**src/rtl/cpu_types_pkg.sv**
```systemverilog
// cpu_types: shared fetch-stage payload and FSM state types
package cpu_types;
  typedef struct packed {
    logic [31:0] pc;
    logic [31:0] instruction;
  } fetch_entry_t;
  typedef enum logic [1:0] {FETCH_IDLE, FETCH_WAIT, FETCH_DROP} fetch_state_t;
endpackage

```
**src/rtl/fetch_fifo.sv**
```systemverilog
// fetch_fifo: power-of-two prefetch FIFO of {pc, instruction} entries with flush
module fetch_fifo
  import cpu_types::*;
#(
  parameter int DEPTH = 2
) (
  input  logic                     clk,
  input  logic                     rst,
  input  logic                     push,
  input  logic                     pop,
  input  logic                     flush,
  input  fetch_entry_t             wdata,
  output fetch_entry_t             head,
  output logic [$clog2(DEPTH):0]   count,
  output logic                     empty
);
  localparam int AW = $clog2(DEPTH);
  fetch_entry_t mem_q [DEPTH];
  logic [AW-1:0] wr_q, wr_d, rd_q, rd_d;
  logic [AW:0] cnt_q, cnt_d;
  always_comb begin
    wr_d  = flush ? '0 : wr_q + AW'(push);
    rd_d  = flush ? '0 : rd_q + AW'(pop);
    cnt_d = flush ? '0 : cnt_q + (AW+1)'(push) - (AW+1)'(pop);
    head  = mem_q[rd_q];
    count = cnt_q;
    empty = cnt_q == '0;
  end
  always_ff @(posedge clk) begin
    if (rst) begin
      wr_q  <= '0;
      rd_q  <= '0;
      cnt_q <= '0;
    end else begin
      wr_q  <= wr_d;
      rd_q  <= rd_d;
      cnt_q <= cnt_d;
    end
  end
  always_ff @(posedge clk) begin
    if (push && !flush) mem_q[wr_q] <= wdata;
  end
endmodule

```
**src/rtl/instruction_fetch.sv**
```systemverilog
// instruction_fetch: fetch PC, single-outstanding imem reads, prefetch FIFO, redirect flush
// FETCH_STATS_EN adds stat_fetched / stat_flushed counters.
module instruction_fetch
  import cpu_types::*;
#(
  parameter logic [31:0] RESET_PC   = 32'h0000_0000,
  parameter int          FIFO_DEPTH = 2
) (
  input  logic        clk,
  input  logic        rst,
  output logic        imem_req,
  output logic [31:0] imem_addr,
  input  logic        imem_ready,
  input  logic        imem_rvalid,
  input  logic [31:0] imem_rdata,
  input  logic        redirect,
  input  logic [31:0] redirect_pc,
  output logic        instr_valid,
  input  logic        instr_ready,
  output logic [31:0] instruction,
  output logic [31:0] instr_pc
`ifdef FETCH_STATS_EN
  ,
  output logic [31:0] stat_fetched,
  output logic [31:0] stat_flushed
`endif
);
  localparam int CW = $clog2(FIFO_DEPTH) + 1;
  fetch_state_t state_q, state_d;
  logic [31:0] fetch_pc_q, fetch_pc_d, req_pc_q, req_pc_d;
  logic [CW-1:0] count;
  logic empty, push, pop, accept;
  fetch_entry_t head;
  always_comb begin
    imem_req    = !rst && state_q == FETCH_IDLE && !redirect && count < CW'(FIFO_DEPTH);
    imem_addr   = fetch_pc_q;
    accept      = imem_req && imem_ready;
    push        = state_q == FETCH_WAIT && imem_rvalid && !redirect;
    pop         = instr_valid && instr_ready && !redirect;
    fetch_pc_d  = redirect ? {redirect_pc[31:2], 2'b00} : accept ? fetch_pc_q + 32'd4 : fetch_pc_q;
    req_pc_d    = accept ? fetch_pc_q : req_pc_q;
    // a response arriving alongside a redirect still retires the outstanding read
    state_d     = accept ? FETCH_WAIT :
                  (state_q != FETCH_IDLE && imem_rvalid) ? FETCH_IDLE :
                  (redirect && state_q == FETCH_WAIT) ? FETCH_DROP : state_q;
    instr_valid = !empty;
    instruction = head.instruction;
    instr_pc    = head.pc;
  end
  always_ff @(posedge clk) begin
    if (rst) begin
      state_q    <= FETCH_IDLE;
      fetch_pc_q <= RESET_PC;
      req_pc_q   <= RESET_PC;
    end else begin
      state_q    <= state_d;
      fetch_pc_q <= fetch_pc_d;
      req_pc_q   <= req_pc_d;
    end
  end
  fetch_fifo #(.DEPTH(FIFO_DEPTH)) u_fifo (
    .clk   (clk),
    .rst   (rst),
    .push  (push),
    .pop   (pop),
    .flush (redirect),
    .wdata ('{pc: req_pc_q, instruction: imem_rdata}),
    .head  (head),
    .count (count),
    .empty (empty)
  );
`ifdef FETCH_STATS_EN
  logic [31:0] stat_fetched_q, stat_fetched_d, stat_flushed_q, stat_flushed_d;
  always_comb begin
    stat_fetched_d = stat_fetched_q + 32'(push);
    // the outstanding read is counted once, when it becomes stale
    stat_flushed_d = redirect ? stat_flushed_q + 32'(count) + 32'(state_q == FETCH_WAIT) : stat_flushed_q;
    stat_fetched   = stat_fetched_q;
    stat_flushed   = stat_flushed_q;
  end
  always_ff @(posedge clk) begin
    if (rst) begin
      stat_fetched_q <= '0;
      stat_flushed_q <= '0;
    end else begin
      stat_fetched_q <= stat_fetched_d;
      stat_flushed_q <= stat_flushed_d;
    end
  end
`endif
endmodule

```
**config.mk**
```make
export PLATFORM = sky130hd
export DESIGN_NAME = instruction_fetch
export DESIGN_NICKNAME = d
export VERILOG_FILES = /design/src/rtl/cpu_types_pkg.sv /design/src/rtl/fetch_fifo.sv /design/src/rtl/instruction_fetch.sv
export SDC_FILE = /design/constraint.sdc
export NUM_CORES = 1
export LEC_CHECK = 0
export CAP_MARGIN = 5
export CORE_AREA = 4 4 145 147
export DETAILED_ROUTE_END_ITERATION = 7
export DIE_AREA = 0 0 149 151
export PLACE_DENSITY = 0.75
export SYNTH_ARGS = -nofsm -noshare
export SYNTH_HDL_FRONTEND = slang
export SYNTH_SLANG_ARGS = --single-unit
```
**constraint.sdc**
```tcl
create_clock -name clk -period 4.93 [get_ports clk]
set_input_delay 0.493 -clock clk [delete_from_list [all_inputs] [get_ports clk]]
set_output_delay 0.493 -clock clk [all_outputs]
set_load 0.05 [all_outputs]
```
Word-level counts from Yosys, hierarchy flattened. Memory sizes are Yosys's and may differ from the RTL's. A register that Yosys moved wholly into a read port is not among the register bits. Index checks and enable logic that the tools add are counted.

$add $sub $neg: 5. Reductions and logical operators: 21. Shift operators: 0. $lt $le $gt $ge: 1. Multipliers: 0. Bitwise operators: 0. Multiplexer cells: 8. Div/mod/pow operators: 0. Eq/ne operators: 1.

Operators by type and width (count): $mux 32 (2); $add 32x3->32 const B (1); $logic_and 1x1->1 (11); $mux 1 (6); $logic_not 2->1 (2); $reduce_bool 2->1 (2); $logic_not 1->1 (3); $reduce_bool 3->1 (1); $reduce_or 3->1 (1); $add 1x1->1 (2); $add 2x1->2 (1); $eq 2x1->1 const B (1); $lt 2x2->1 const B (1); $reduce_or 2->1 (1); $sub 2x1->2 (1).

Memory bits (read-only): 0. Flip-flop bits (word level): 70. Latch bits: 0. Memories kept: 1. Input bits: 70. Memory bits (writable): 128.

Memory list: u_fifo.mem_q (depth 2, bits a word 64, rd ports 1, clocked after Yosys merged registers in 1, wr ports 1, RTL line fetch_fifo.sv:18) `fetch_entry_t mem_q [DEPTH];`.

Logic depth before layout (Yosys ltp). Gate-level depths: netlist (run 1).

Depth in word-level cells: 7. Depth in mapped cells: 10.

By module. From an unflattened synthesis (run 1), not the netlist that was laid out.

Cells, all modules: 589. Area, all modules: 7950.1 sq um.

Modules (own cells, without submodules): fetch_fifo (cells each 217, instances 1, sequential area each 3923.8 sq um, area an instance 5037.3 sq um); instruction_fetch (cells each 372, instances 1, sequential area each 1241.2 sq um, area an instance 2912.8 sq um).

Worst setup path before layout (run 1). Ideal clock, no wire load.

Path type: in2reg. From: input redirect. To: memory u_fifo.mem_q[0][0] (netlist name), enable pin. Stages on the path: 3. Required time: 4440 ps. Path buffers: 1. Path slack: 436 ps. Arrival: 4005 ps. Cells stage by stage: clkbuf_1 nor4b_1 nor2b_1.

Longest elaborated chain between the ends: 5.

Ends and longest elaborated chain: start, declared (RTL line instruction_fetch.sv:16) `input logic redirect,`; $logic_not 1->1 * (RTL line fetch_fifo.sv:41, instruction_fetch.sv:38); $logic_and 1x1->1 (RTL line instruction_fetch.sv:38) `push = state_q == FETCH_WAIT && imem_rvalid && !redirect;`; $logic_and 1x1->1 * (RTL line fetch_fifo.sv:41) `if (push && !flush) mem_q[wr_q] <= wdata;`; $mux 1 * (RTL line fetch_fifo.sv:41); $mux 1 (not written as such) * (RTL line fetch_fifo.sv:41); end, declared (RTL line fetch_fifo.sv:18).

Every way passes the cells marked *; elsewhere a longest branch is shown, timed or not.

Final worst setup path (run 1).
From: input redirect. To: output imem_req.

Longest elaborated chain between the ends: 3.

Ends and longest elaborated chain: $logic_not 1->1 (RTL line instruction_fetch.sv:35) `imem_req = !rst && state_q == FETCH_IDLE && !redirect && count < CW'(FIFO_DEPTH);`; $logic_and 1x1->1 (2 in a row) (RTL line instruction_fetch.sv:35); end, declared (RTL line instruction_fetch.sv:11) `output logic imem_req,`.

No other way between the ends.

==> results of run 1 <==
flip-flops by register name, indices dropped and copies added (netlist names):
name / count
u_fifo.wr_q: 1
state_q: 2
u_fifo.rd_q: 1
u_fifo.count: 2
imem_addr: 30
req_pc_q: 30
u_fifo.mem_q: 124
how the worst max path moves through the flow:
stage          cells after the start                  end  startpoint  slack, ns
2_1_floorplan                      3   u_fifo.mem_q[0][0]    redirect       0.44
3_3_place_gp                       5             imem_req    redirect       1.68
3_5_place_dp                       5  u_fifo.mem_q[0][30]    redirect       1.64
4_1_cts                            5             imem_req    redirect       1.60
5_1_grt                            5             imem_req    redirect       1.58
6_report                           5             imem_req    redirect       1.61
critical path, delay by kind of cell:
family	cells	cell delay, ns
buffers and inverters	3	1.57
and+or+nand+nor	2	0.74
layer usage:
metal  vias to the layer above  wire, um  track usage
met4                         2       310      0.05217
met5                         -         8            0
li1                       2610         -            -
met3                        26      1175      0.04219
met1                      2649      7813       0.2061
met2                       182      9111       0.2761
per-stage QoR:
step                      hold slack [ns]  std cells  utilization  total power (W)
final                              0.4574       1042       0.5099         0.003273
after global routing               0.4745       1042       0.5099         0.003397
after CTS                          0.4571       1042       0.5099         0.003308
after detailed placement           0.4412       1010       0.4826         0.002036
after global placement             0.4329       1010       0.4826         0.002031
after floorplan                    0.4252        615            -         0.001913
cells in the final DEF (no fill, tap or decap), drive strengths merged, types with 8 or more instances in the layout:
cell / count
clkbuf: 18
a21oi: 39
edfxtp: 124
or4: 11
nand3: 18
clkinv: 9
o311ai: 11
or3: 13
inv: 15
o211ai: 16
nand2: 89
nor2: 10
dfxtp: 66
clkdlybuf4s50: 160
a31oi: 15
mux2: 62
nor4: 8
nand4: 9
power by group through the flow:
stage / clock network, W / registers [W] / logic, W
2_1_floorplan: 0 / 0.00182 / 0.0000930
3_3_place_gp: 0 / 0.00178 / 0.000254
3_5_place_dp: 0 / 0.00178 / 0.000258
4_1_cts: 0.00131 / 0.00174 / 0.000259
5_1_grt: 0.00138 / 0.00175 / 0.000274
6_report: 0.00127 / 0.00174 / 0.000257
final cells by class:
| type | count | area, sq um | area share |
|---|---|---|---|
| flip-flops and latches | 190 | 5049 | 0.4973 |
| repair buffers | 167 | 1664 | 0.1639 |
| clock inverters | 14 | 115.1 | 0.01134 |
| clock buffers | 18 | 429.2 | 0.04227 |
| inverters | 11 | 41.29 | 0.004067 |
| well taps | 270 | 337.8 | 0.03328 |
| multi-input cells | 372 | 2516 | 0.2478 |
logic make-up (layout without fill, tap and decap cells):
| group | count (synthesis) | after routing | share of synthesized area |
|---|---|---|---|
| simple gates | 191 | 191 | 0.1271 |
| flops | 190 | 190 | 0.6502 |
| compound gates | 107 | 107 | 0.09225 |
| mux | 62 | 62 | 0.08999 |
| buf+inv | 53 | 210 | 0.02951 |
| xor+xnor | 5 | 5 | 0.005645 |
| fa+ha+maj | 3 | 3 | 0.004838 |
| other cells | 1 | 4 | 0.0004833 |
Yosys cell counts (8+ instances only):
library cell	instances	area, sq um
a21oi_1	39	195.2
a31oi_1	15	93.84
buf_1	8	30.03
clkbuf_1	23	86.33
dfxtp_1	66	1321
edfxtp_1	124	3724
inv_1	10	37.54
mux2_2	62	698.2
nand2_1	88	330.3
nand3_1	18	90.09
nor2_1	10	37.54
nor4_1	8	50.05
o211ai_1	16	120.1
o311ai_0	11	96.34
or3_1	13	81.33
or4_1	10	75.07
==> run summary, run 1 <==
Worst R2R End: imem_addr[2]
Tcrit/Tclk final: 0.6741
Largest net degree at the start of global routing: 64
DRT Pass-1 Iters: 5
Ys Warns: 0
Post-CTS Hold Fix Bufs: 0
Top FF cell, synth: edfxtp_1
Hold EP: u_fifo.mem_q[1][36]
Wire per inst: 17.68 um
Outcome: complete, no violations
Setup WS post-layout: 1.607 ns
Tmin final: 3.323 ns
Total Routing Usage GR: 0.1633
Synth Area per Inst: 12.68 sq um
CTS Sinks: 190
Row cnt: 52
R2R Path Start: state_q[0]
Clock skew: 0.01103 ns
Setup TNS: 0 ns
Pre-CTS WS: 1.645 ns
HP Class: reg2reg
Initial antenna violation count: 1
R2r setup slk: 2.23 ns
CP required: 4.44 ns
Ports: 168
Worst-Margin Slew: 1.019 ns
Number of synthesized flops with an enable pin: 124
CTS Root Cell: clkbuf_16
Die Width: 149 um
Largest stage delay, worst path: 0.91 ns
Post-layout nets: 832
Fill cell count: 1773
CTS tree: done
Post-synthesis sequential area ratio: 0.6502
Grt total ovfl: 0
Vias: 5469
WS Path Type: in2out
Clk network pwr share: 0.389
IO Port Bufs: 161
Post-Syn Area: 0.007759 sq mm
Peak supply drop: 215.8 uV
CTS resizes: 0
Die outline height: 151 um
First-pass GRT wire length: 28410 um
Remaining DRCs: 0
Power Dens Cells: 322.4 mW/mm^2
Sw frac: 0.2327
Comb pwr share: 0.079
Switching Power: 0.0007615 W
Die area: 0.02250 sq mm
Synth-to-Final Area Change: 30.85%
Count of different cell masters after synthesis: 55
Vias in the first global route: 5358
RSZ-0062 raised after global routing: false
Initial Utilization: 0.3897
Max cap viols: 0
H-tree depth: 4
Routed Antenna Nets: 0
Leak Pwr: 3.360 nW
Worst setup EP type: primary output
Hold Vio Cnt, Final: 0
Syn Inst Count: 612
CP max stage cell: clkdlybuf4s50_1
Antenna Cells: 0
Clk slew on worst S/H paths: 0.06 ns
Layout cell share with drive strength beyond 1: 0.1464
Worst Hold Launch: req_pc_q[4]
Slew Viols, Final: 0
CTS Buf Count: 17
R2r worst-path depth: 5
Int Pwr: 0.002511 W
Worst-Skew Late Latency: 0.42 ns
Endpoints failing setup: 0
Crit Path Max Fanout: 41
Sequential Power Share: 0.533
Clock Path Buffers: 2
Hold depth: 0
Post-CTS setup repair buffer count: 0
Routed wire length: 18420 um
Vias per cell: 5.249
#FFs+latches synth: 190
Placed Area: 0.009608 sq mm
Crit path cell chain: clkdlybuf4s50_1 > buf_4 > or2_2 > nor4_1 > clkdlybuf4s50_1
Core box area: 0.01991 sq mm
WP data arrival: 2.83 ns
Initial DRC Count: 323
Rel. slew slack: 0.3144
Most frequent CP cell: clkdlybuf4s50_1
CP startpoint kind: input port
Fin area: 0.01015 sq mm
GP Congestion: 0.7727
Ys async rst share: 0
Max Fclk: 0.3009 GHz
Hpwl dp: 12140 um
(Power assumes the default switching activity.)
==> run 2, diff against run 1 <==
PLACE_DENSITY = 0.78   (was 0.75)
clock period = 3.01 ns   (was 4.93 ns; I/O delays follow)
==> run 2 against run 1 <==
Die area did not move. Cell count grew 2.1%. Critical path depth fell by 2. Routed wire length rose by 5.0%. Sequential cell count did not move. Clock-buffer cell count up 1. Register-to-register slack worse by 1.7 ns. Clock skew hardly changed. Design area increased by 2.5%. Combinational power up 72%. Largest cell class unchanged.
==> run summary, run 2 (synthesis results as in run 1) <==
Vias in the first global route: 5392 (+0.63%)
Peak supply drop: 330.2 uV (+53%)
Buffers & Inverters on Critical Path: 2 (-1)
Setup TNS: 0 ns (unchanged)
Vias per cell: 5.284 (+0.67%)
Max reg flops: 124 (unchanged)
Die area: 0.02250 sq mm (unchanged)
Synth-to-Final Area Change: 34.17%
CTS Root Cell: clkbuf_16
Routed wire length: 19340 um (+5.0%)
Placed Area: 0.009846 sq mm (+2.5%)
Antenna Cells: 0 (unchanged)
WP data arrival: 2.43 ns (-0.40 ns)
CTS Sinks: 190 (unchanged)
Power Dens Cells: 523.1 mW/mm^2 (+62%)
R2r setup slk: 0.58 ns (-1.65 ns)
R2R Path Start: imem_addr[2]
Met1 WL: 7903 um (+1.2%)
IO Port Bufs: 161 (unchanged)
Worst-Margin Slew: 0.8363 ns (-0.1828 ns)
Storage cell area: 0.005049 sq mm (unchanged)
Outcome: complete, no violations
Worst R2R End: imem_addr[26]
Clock Path Buffers: 2 (unchanged)
Ports: 168 (unchanged)
Worst setup EP type: primary output
Crit path from: u_fifo.rd_q
Max Used Layer: met5
Largest stage delay, worst path: 0.71 ns (-0.20 ns)
CP max stage cell: clkdlybuf4s50_1
Met2 wire length: 9702 um (+6.5%)
Initial DRC Count: 355 (+9.9%)
Clk slew on worst S/H paths: 0.07 ns (about the same)
Largest net degree at the start of global routing: 42 (-34%)
Rel. slew slack: 0.4373 (+0.1230)
Slew Viols, Final: 0 (unchanged)
Die Width: 149 um (unchanged)
Crit path cell chain: buf_4 > mux2_2 > clkdlybuf4s50_1
Commonest non-fill, non-tap cell in the layout: clkdlybuf4s50_1
Row cnt: 52 (unchanged)
CTS tree: done
Fill cell count: 1761 (-0.68%)
Layout cell share with drive strength beyond 1: 0.1738 (+0.02743)
Met3 WL post-DR: 1506 um (+28%)
Die outline height: 151 um (unchanged)
HP Class: in2reg
Initial antenna violation count: 1 (unchanged)
CP startpoint kind: flip-flop
Initial Utilization: 0.3897 (unchanged)
Routed Antenna Nets: 0 (unchanged)
Wire per inst: 18.18 um (+2.8%)
First-pass GRT wire length: 29570 um (+4.1%)
Hpwl dp: 13450 um (+11%)
Vias: 5622 (+2.8%)
Hold Vio Cnt, Final: 0 (unchanged)
Multi-input logic area: 0.002516 sq mm (unchanged)
CTS Buf Count: 17 (unchanged)
R2r worst-path depth: 5 (unchanged)
Most frequent cells in the layout: 159 x clkdlybuf4s50_1, 124 x edfxtp_1, 87 x nand2_1
CTS resizes: 0 (unchanged)
Max cap viols: 0 (unchanged)
RSZ-0062 raised after global routing: false
Core box area: 0.01991 sq mm (unchanged)
Tmin final: 2.730 ns
Worst-Skew Late Latency: 0.43 ns (about the same)
Leak Pwr: 3.496 nW (+4.0%)
Endpoints failing setup: 0 (unchanged)
CP required: 2.71 ns (-1.73 ns)
Biggest register: u_fifo.mem_q
Max Fclk: 0.3662 GHz
Remaining DRCs: 0 (unchanged)
Post-CTS setup repair buffer count: 0 (unchanged)
Grt total ovfl: 0 (unchanged)
Worst setup path endpoint: instr_pc[24]
Tcrit/Tclk final: 0.9071
Post-layout nets: 854 (+2.6%)
Critical path depth: 3 (-2)
Crit path max-delay family: buffers and inverters
H-tree depth: 4 (unchanged)
WS Path Type: reg2out
Post-CTS Hold Fix Bufs: 0 (unchanged)
Total Routing Usage GR: 0.1705 (+0.007214)
Fin area: 0.01041 sq mm (+2.5%)
DRT Pass-1 Iters: 4 (-1)
Clock skew: 0.01132 ns (+0.0002833 ns)
Crit Path Max Fanout: 31 (-24%)
GP Congestion: 0.8072 (+4.5%)
-- run 2: worst min path at each step --
stage,end,cells past startpoint,slack (ns),from
after floorplan,state_q[1],1,0.38,imem_rvalid
after global placement,u_fifo.mem_q[0][41],0,0.43,req_pc_q[9]
after detailed placement,u_fifo.mem_q[0][39],0,0.44,req_pc_q[7]
after CTS,req_pc_q[26],2,0.28,rst
after global routing,req_pc_q[29],2,0.32,rst
final,req_pc_q[26],2,0.30,rst
-- run 2: layout make-up --
type	count	share of cell area
sequential	190	0.4850
multi-input combinational	372	0.2417
timing repair buffer	189	0.1827
clock buffer	19	0.04351
tap	270	0.03245
clock inverter	13	0.01070
inverter	11	0.003966
-- run 2: power breakdown --
| group | switching [W] | internal, W | total [W] | leakage [nW] |
|---|---|---|---|---|
| clock | 0.000964 | 0.00119 | 0.00215 | 0.277 |
| sequential | 0.0000549 | 0.00280 | 0.00285 | 1.71 |
| combinational | 0.000255 | 0.000185 | 0.000441 | 1.51 |
| total | 0.00127 | 0.00417 | 0.00545 | 3.50 |
-- run 2: through the flow --
| step | hold WS [ns] | setup WS (ns) | total power (W) | cells | util |
|---|---|---|---|---|---|
| 2_1_floorplan | 0.3803 | 0.02784 | 0.003132 | 615 | - |
| 3_3_place_gp | 0.4298 | 0.4990 | 0.003342 | 1032 | 0.4945 |
| 3_5_place_dp | 0.4380 | 0.3796 | 0.003350 | 1032 | 0.4945 |
| 4_1_cts | 0.2758 | 0.2213 | 0.005491 | 1064 | 0.5229 |
| 5_1_grt | 0.3220 | 0.1805 | 0.005648 | 1064 | 0.5229 |
| 6_report | 0.2994 | 0.2796 | 0.005445 | 1064 | 0.5229 |
-- run 2: per-layer routing --
layer	vias to the layer above	track usage
met5	-	0
li1	2651	-
met2	229	0.2890
met3	18	0.04997
met1	2722	0.2138
met4	2	0.04714
==> run 3, diff against run 2 <==
CTS_CLUSTER_SIZE = 16   (was default)
PLACE_DENSITY = 0.75   (was 0.78)
clock period = 2.9 ns   (was 3.01 ns; I/O delays follow)
==> run 3 against run 2 <==
Sequential share of layout area rose by 0.19 points. Register-to-register slack got worse by 0.10 ns. Total power rose by 2.0%. Die area did not move. Design area fell by 0.40%. Setup slack got worse by 0.00054 ns. Sequential cell count did not move. Clock-buffer cell count fell by 1. Global-route usage fell by 0.55 points. Cell count barely moved. Routed wire length fell by 2.2%. Critical path type unchanged.
==> run summary, run 3 (synthesis results as in run 1) <==
Comb pwr share: 0.083 (+0.002)
Commonest non-fill, non-tap cell in the layout: clkdlybuf4s50_1
Max cap viols: 0 (unchanged)
Int Pwr: 0.004212 W (+0.97%)
WS Path Type: reg2out
Max reg flops: 124 (unchanged)
H-tree depth: 4 (unchanged)
Layout cell share with drive strength beyond 1: 0.1761 (+0.002297)
Switching Power: 0.001345 W (+5.6%)
Total Routing Usage GR: 0.1650 (-0.005519)
Peak supply drop: 410.4 uV (+24%)
Final core utilization: 0.5208 (-0.002074)
Post-CTS setup repair buffer count: 0 (unchanged)
Crit Path Max Fanout: 16 (-48%)
Post-layout nets: 855 (+0.12%)
Power Dens Cells: 535.9 mW/mm^2 (+2.5%)
Largest net degree at the start of global routing: 42 (unchanged)
CP required: 2.61 ns (-0.10 ns)
Max Fclk: 0.3815 GHz
Tmin final: 2.621 ns
WP data arrival: 2.33 ns (-0.10 ns)
Synth-to-Final Area Change: 33.64%
Initial Utilization: 0.3897 (unchanged)
Rel. slew slack: 0.6024 (+0.1651)
Hold Vio Cnt, Final: 0 (unchanged)
Grt total ovfl: 0 (unchanged)
Leak Pwr: 3.479 nW (-0.49%)
RSZ-0062 raised after global routing: false
CTS Buf Count: 17 (unchanged)
Antenna Cells: 0 (unchanged)
IO Port Bufs: 161 (unchanged)
Endpoints failing setup: 0 (unchanged)
Routed wire length: 18910 um (-2.2%)
First-pass GRT wire length: 28700 um (-2.9%)
Core box area: 0.01991 sq mm (unchanged)
Pre-CTS WS: 0.4017 ns (+0.02211 ns)
Clk slew on worst S/H paths: 0.07 ns (about the same)
Crit path from: u_fifo.rd_q
Worst-Margin Slew: 0.5945 ns (-0.2418 ns)
Vias: 5580 (-0.75%)
Sequential Power Share: 0.533 (+0.009)
Worst setup EP type: primary output
Ports: 168 (unchanged)
Row cnt: 52 (unchanged)
Setup TNS: 0 ns (unchanged)
Hpwl dp: 13090 um (-2.7%)
Wire per inst: 17.75 um (-2.3%)
R2R Path Start: imem_addr[2]
Initial DRC Count: 267 (-25%)
CTS resizes: 0 (unchanged)
Post-CTS Hold Fix Bufs: 0 (unchanged)
Most frequent cells in the layout: 159 x clkdlybuf4s50_1, 124 x edfxtp_1, 87 x nand2_1
Clk network pwr share: 0.384 (-0.011)
Remaining DRCs: 0 (unchanged)
Worst Hold Launch: rst
Vias per cell: 5.239 (-0.84%)
Vias in the first global route: 5310 (-1.5%)
CP startpoint kind: flip-flop
Routed Antenna Nets: 0 (unchanged)
Setup WS post-layout: 0.2791 ns (-0.0005410 ns)
Biggest register: u_fifo.mem_q
Die Width: 149 um (unchanged)
DRT Pass-1 Iters: 5 (+1)
Outcome: complete, no violations
GP Congestion: 0.8278 (+2.6%)
HP Class: in2reg
Die outline height: 151 um (unchanged)
CTS Root Cell: clkbuf_16
Clock skew: 0.008191 ns (-0.003125 ns)
Sw frac: 0.2421 (+0.008091)
Tcrit/Tclk final: 0.9038
Clock Path Buffers: 2 (unchanged)
Die area: 0.02250 sq mm (unchanged)
Initial antenna violation count: 2 (+1)
Worst-Skew Late Latency: 0.43 ns (about the same)
CTS tree: done
CTS Sinks: 190 (unchanged)
Slew Viols, Final: 0 (unchanged)
## run 3: cell count changes in the layout (fill, tap and decap cells not counted), moves of 2 or more
cell and delta:
buf_12 -2, buf_4 +3, clkbuf_8 -2, clkinv_1 -2
clkinvlp_4 +2, inv_8 +2
## run 3: power by group through the flow
stage	clock network [W]	registers, W	logic [W]
after detailed placement	0	0.00302	0.000459
after global placement	0	0.00302	0.000454
final	0.00214	0.00296	0.000460
after CTS	0.00219	0.00296	0.000462
after global routing	0.00231	0.00297	0.000488
after floorplan	0	0.00309	0.000158
## run 3: area by class of cell
cell class / instances / area, sq um
clock buffers: 18 / 429.2
clock inverters: 14 / 111.4
fillers: 1739 / 9540
inverters: 11 / 41.29
multi-input cells: 372 / 2516
flip-flops and latches: 190 / 5049
well taps: 270 / 337.8
repair buffers: 190 / 1884
## run 3: worst max-delay path: stages (launching register included)
cell and delay, ns:
dfxtp_4 0.51, buf_4 0.30, mux2_2 0.36, clkdlybuf4s50_1 0.74
## run 3: layer usage
metal | GRT usage | part of all wire
met5 | 0 | 0.0018
met4 | 0.05721 | 0.018
met3 | 0.04608 | 0.077
met2 | 0.2745 | 0.49
met1 | 0.2079 | 0.42
## run 3: path summary, 6_finish.rpt
| check | to | slack [ns] | cells after the start |
|---|---|---|---|
| max | instruction[1] | 0.28 | 3 |
| min | imem_addr[3] | 0.42 | 3 |
| max reg2reg | imem_addr[26] | 0.48 | 5 |
| min reg2reg | u_fifo.mem_q[1][42] | 0.45 | 0 |
## run 3: through the flow
step / std cells / area, sq um / power [W] / hold slack [ns]
detailed placement: 1033 / 9828 / 0.003478 / 0.4372
floorplan: 615 / 7779 / 0.003251 / 0.3693
finish: 1065 / 10370 / 0.005557 / 0.4184
global route: 1065 / 10370 / 0.005760 / 0.4180
global placement: 1033 / 9828 / 0.003472 / 0.4295
CTS: 1065 / 10370 / 0.005606 / 0.3858
